==> src/rtl/key_evt_arb.sv <==
// key_evt_arb: latches debounced key presses and issues them one at a
// time, round-robin, with a lockout gap between accepted events.
module key_evt_arb #(
    parameter int N_KEYS  = 4,
    parameter int IDX_W   = 2,
    parameter int GAP_CYC = 1000,
    parameter int CNT_W   = 16
) (
    input  logic              clk,
    input  logic              rst,
    input  logic [N_KEYS-1:0] key_pulse,
    output logic              evt_valid,
    output logic [IDX_W-1:0]  evt_idx,
    input  logic              evt_ready,
    output logic [N_KEYS-1:0] pend,
    output logic              ovf,
    input  logic              ovf_clr
);

    localparam logic [1:0] S_IDLE  = 2'd0;
    localparam logic [1:0] S_VALID = 2'd1;
    localparam logic [1:0] S_GAP   = 2'd2;

    localparam logic [CNT_W-1:0] GAP_LAST =
        (GAP_CYC > 0) ? CNT_W'(GAP_CYC - 1) : '0;
    localparam logic [IDX_W-1:0] LAST_RST = IDX_W'(N_KEYS - 1);

    logic [1:0]        st_q, st_d;
    logic              vld_q, vld_d;
    logic [IDX_W-1:0]  idx_q, idx_d;
    logic [IDX_W-1:0]  last_q, last_d;
    logic [CNT_W-1:0]  cnt_q, cnt_d;
    logic [N_KEYS-1:0] pend_q, pend_d;
    logic              ovf_q, ovf_d;

    logic              hs;
    logic [N_KEYS-1:0] clr;
    logic              pick_ok;
    logic [IDX_W-1:0]  pick_idx;
    int                cand;

    assign hs  = vld_q & evt_ready;
    assign clr = hs ? (N_KEYS'(1) << idx_q) : '0;

    // Round-robin pick: first pending key above last_grant, wrapping at N_KEYS.
    always_comb begin
        pick_ok  = 1'b0;
        pick_idx = '0;
        cand     = 0;
        for (int k = N_KEYS; k >= 1; k--) begin
            cand = int'(last_q) + k;
            if (cand >= N_KEYS) begin
                cand = cand - N_KEYS;
            end
            if (pend_q[cand]) begin
                pick_ok  = 1'b1;
                pick_idx = IDX_W'(cand);
            end
        end
    end

    // Pending flags and sticky overflow; a fresh press beats the clear.
    always_comb begin
        pend_d = (pend_q & ~clr) | key_pulse;
        ovf_d  = ovf_q;
        if (|(key_pulse & pend_q & ~clr)) begin
            ovf_d = 1'b1;
        end else if (ovf_clr) begin
            ovf_d = 1'b0;
        end
    end

    // Issue FSM: present, wait for handshake, then sit out the lockout gap.
    always_comb begin
        st_d   = st_q;
        vld_d  = vld_q;
        idx_d  = idx_q;
        last_d = last_q;
        cnt_d  = cnt_q;
        case (st_q)
            S_IDLE: begin
                if (pick_ok) begin
                    idx_d = pick_idx;
                    vld_d = 1'b1;
                    st_d  = S_VALID;
                end
            end
            S_VALID: begin
                if (hs) begin
                    vld_d  = 1'b0;
                    last_d = idx_q;
                    cnt_d  = '0;
                    st_d   = (GAP_CYC == 0) ? S_IDLE : S_GAP;
                end
            end
            S_GAP: begin
                if (cnt_q == GAP_LAST) begin
                    cnt_d = '0;
                    st_d  = S_IDLE;
                end else begin
                    cnt_d = cnt_q + 1'b1;
                end
            end
            default: begin
                st_d  = S_IDLE;
                vld_d = 1'b0;
                cnt_d = '0;
            end
        endcase
    end

    // State registers; reset drops any presented event and pending presses.
    always_ff @(posedge clk or posedge rst) begin
        if (rst) begin
            st_q   <= S_IDLE;
            vld_q  <= 1'b0;
            idx_q  <= '0;
            last_q <= LAST_RST;
            cnt_q  <= '0;
            pend_q <= '0;
            ovf_q  <= 1'b0;
        end else begin
            st_q   <= st_d;
            vld_q  <= vld_d;
            idx_q  <= idx_d;
            last_q <= last_d;
            cnt_q  <= cnt_d;
            pend_q <= pend_d;
            ovf_q  <= ovf_d;
        end
    end

    assign evt_valid = vld_q;
    assign evt_idx   = idx_q;
    assign pend      = pend_q;
    assign ovf       = ovf_q;

endmodule

==> config.mk <==
export PLATFORM = sky130hd
export DESIGN_NAME = key_evt_arb
export DESIGN_NICKNAME = d
export VERILOG_FILES = /design/src/rtl/key_evt_arb.sv
export SDC_FILE = /design/constraint.sdc
export NUM_CORES = 1
export LEC_CHECK = 0
export ABC_AREA = 1
export BUFFER_PORTS_ARGS = -buffer_cell sky130_fd_sc_hd__buf_2
export CAP_MARGIN = 20
export CORE_MARGIN = 1
export CORE_UTILIZATION = 40
export DETAILED_ROUTE_END_ITERATION = 6
export PLACE_DENSITY = 0.56
export SYNTH_ARGS = -nofsm -noshare
export SYNTH_HDL_FRONTEND = slang
export SYNTH_SLANG_ARGS = --single-unit
==> constraint.sdc <==
create_clock -name clk -period 1.5 [get_ports clk]
set_input_delay 0.15 -clock clk [delete_from_list [all_inputs] [get_ports clk]]
set_output_delay 0.15 -clock clk [all_outputs]
set_load 0.05 [all_outputs]
==> impl_metrics.csv <==
group,metric,value,unit
setup_path,cp-start-kind,"register",
yosys,yosysSeqAreaShare,41.7,%
global_route,grtUsageTotal,18.3,%
power,p_int,2030,uW
finish,drive_gt1_share,27.8,%
detailed_routing,avgRoutedWirePerCell,12.1,microns
clock_network,h-tree-depth,1,
detailed_routing,drc,0,
yosys,synth-edff-count,0,
place,io_buffers,15,
power,p_sw_share,45.3,%
finish,stdcell_count,327,
yosys,synth.yosys.warnings,0,
floorplan,initial_utilization,41.9,%
timing,period_minus_slack,1.45,ns
setup_path,crit_arrival,1.63,ns
clock_network,cts.reportedPaths.clkPinSlew,0.10,ns
setup_path,crit_type,"reg2reg",
power,vdd_drop_max,823,uV
power,comb_power_share,54.5,%
finish,fin_nets,287,
run_status,outcome,"finished clean",
clock_network,cts_root_buf,"clkbuf_8",
timing,setup_viol,0,
yosys,synthArstFlopShare,100,%
setup_path,end_kind,"register",
yosys,synth_area,1690,sq um
timing,maxSlewHeadroom,75.6,%
clock_network,cts_tree,"done",
setup_path,cp_max_fo,8,
global_route,gr-total-overflow,0,
global_route,grt_max_degree,29,
floorplan,pin_count,16,
power,power_frac_seq,29.1,%
floorplan,die_area,4480,sq um
global_route,grt_pass1_vias,1290,
finish,n_antenna_cell,0,
floorplan,rows,23,
floorplan,core_region_area,4030,sq um
timing,tightest_slew,0.366,ns
floorplan,die_w,66.9,microns
place,gp_congestion,0.829,
timing,slew_viol_final,0,
yosys,synthCells,236,
clock_network,cts_made_buffers,3,
global_route,antenna_found_initial,0,
detailed_routing,first_pass_iters,4,
timing,rsz0062_at_grt,"yes",
worst_hold_path,hp-class,"in2reg",
yosys,synth.distinct_cells,26,
clock_network,clock_path_buffers,2,
detailed_routing,vias,1549,
setup_path,cp.required,1.68,ns
timing,period_share,96.6,%
yosys,avgSynthCellArea,7.15,sq um
timing,hold_viol,0,
power,leakage,0.00106,uW
timing,finClkSkew,0.00380,ns
timing,max_freq,690,MHz
clock_network,clkLatencyLatePin,0.28,ns
finish,area_growth,27.3,%
clock_network,cts.sinks,28,
yosys,ys_ff_latch,28,
detailed_routing,antenna_left,0,
power,switchingPower,1680,uW
place,dpl.cell_count,313,
power,power_density,1730,nW/um^2
global_route,grt_first_pass_wirelength,6.11,mm
detailed_routing,avgViaCountPerCell,4.74,
detailed_routing,wirelength,3.95,mm
yosys,synth_ff_type,"dfrtp_1",
timing,hold_ws,0.0524,ns
yosys,syn-num-nets,245,
floorplan,die_h,66.9,microns
run,cap_violations,0,
detailed_routing,dr.first_iter.drc_count,96,
power,clkPwrFrac,16.4,%
place,hpwl,2.87,mm
-- layer usage --
metal | vias to the layer above | share of wire, % | global-route usage [%]
met1 | 695 | 55 | 30.2
met5 | - | 0 | 0
met2 | 25 | 41 | 24.0
li1 | 827 | - | -
met3 | 2 | 3.5 | 2.57
met4 | 0 | 0.58 | 4.79
-- worst paths after layout --
kind / startpoint / to / slack, ns / cells past startpoint
setup / recovery: last_q[0]$_DFFE_PP1P_ / evt_idx[0]$_DFFE_PP0P_ / 0.05 / 9
hold / removal: ovf_clr / ovf$_DFFE_PP0P_ / 0.05 / 2
setup reg to reg: last_q[0]$_DFFE_PP1P_ / evt_idx[0]$_DFFE_PP0P_ / 0.05 / 9
hold reg to reg: ovf$_DFFE_PP0P_ / ovf$_DFFE_PP0P_ / 0.54 / 2
max in group asynchronous: rst / last_q[0]$_DFFE_PP1P_ / 0.73 / 4
min in group asynchronous: rst / pend[3]$_DFF_PP0_ / 0.47 / 4
-- layout by cell type (no fill, tap or decap), drive strengths merged --
master | Yosys | routed
nor2 | 26 | 26
nand2 | 74 | 74
or2 | 1 | 1
nand4 | 4 | 4
dfstp | 2 | 2
o21ai | 20 | 20
dlygate4sd3 | 0 | 1
a21oi | 2 | 2
clkinvlp | 0 | 2
nand3 | 21 | 21
xnor2 | 4 | 4
clkbuf | 0 | 3
bufinv | 0 | 1
o22ai | 5 | 5
buf | 1 | 36
xor2 | 4 | 4
ha | 1 | 1
nor3 | 7 | 7
inv | 38 | 37
dfrtp | 26 | 26
-- cells by family (layout without fill, tap and decap cells) --
kind of cell / Yosys count / count (layout) / share of synthesized area [%]
compound gates: 27 / 27 / 9.27
xor+xnor: 8 / 8 / 4.15
fa+ha+maj: 1 / 1 / 0.742
buf+inv: 39 / 80 / 9.27
flops: 28 / 28 / 41.7
simple gates: 133 / 133 / 34.9
-- through the flow --
stage	util, %	TNS [ns]	setup slack [ns]	area (sq um)	total power (uW)
2_1_floorplan	-	0	0.109	1690	2230
3_3_place_gp	47.5	0	0.0384	1910	2660
3_5_place_dp	47.5	0	0.0422	1910	2650
4_1_cts	49.5	0	0.0207	1990	3270
5_1_grt	53.3	-0.0735	-0.0466	2150	3990
6_report	53.3	0	0.0515	2150	3710
-- cell type report --
cell class | count | area (sq um)
sequential | 28 | 704
clock inverter | 1 | 30.0
timing repair buffer | 37 | 255
clock buffer | 3 | 41.3
fill | 385 | 1880
multi-input combinational | 169 | 897
timing repair inverter | 1 | 7.51
tap | 50 | 62.6
inverter | 38 | 149
-- cells in the mapped netlist (4+ instances only) --
cell type  instances  area, sq um
nand2_1           69          259
nor2_1            23         86.3
inv_1             36          135
xor2_1             4         35.0
o21ai_0           17         85.1
nor3_1             5         25.0
xnor2_1            4         35.0
o22ai_1            5         31.3
dfrtp_1           26          651
nand2_2            4         25.0
nand3_1           21          105
-- registers in the layout, summed over array words and instances, names as in the netlist --
name and flops:
cnt_q 16, pend 4, evt_idx 2, last_q 2, st_q 2, evt_valid 1
ovf 1
-- worst max-delay path, cell delays in order, from the launching register on --
cell     delay, ns
dfstp_2       0.63
inv_4         0.08
nand2_2       0.09
nand4_2       0.14
o21ai_4       0.18
inv_2         0.05
nand2_1       0.06
inv_1         0.03
nand2_1       0.04
nand2_1       0.05
-- power groups by stage --
| stage | clock [uW] | sequential (uW) | combinational, uW |
|---|---|---|---|
| 2_1_floorplan | 0 | 1250 | 981 |
| 3_3_place_gp | 0 | 1090 | 1580 |
| 3_5_place_dp | 0 | 1090 | 1560 |
| 4_1_cts | 622 | 1070 | 1570 |
| 5_1_grt | 652 | 1100 | 2240 |
| 6_report | 607 | 1080 | 2020 |
-- what timing repair did --
item / CTS / global route
setup buffers: 0 / 8
endpoints found under the hold margin: 26 / 0
hold buffers: 1 / 0
gates resized for setup: 0 / 22
endpoints found under the setup margin: 0 / 11
(Power assumes the default switching activity.)
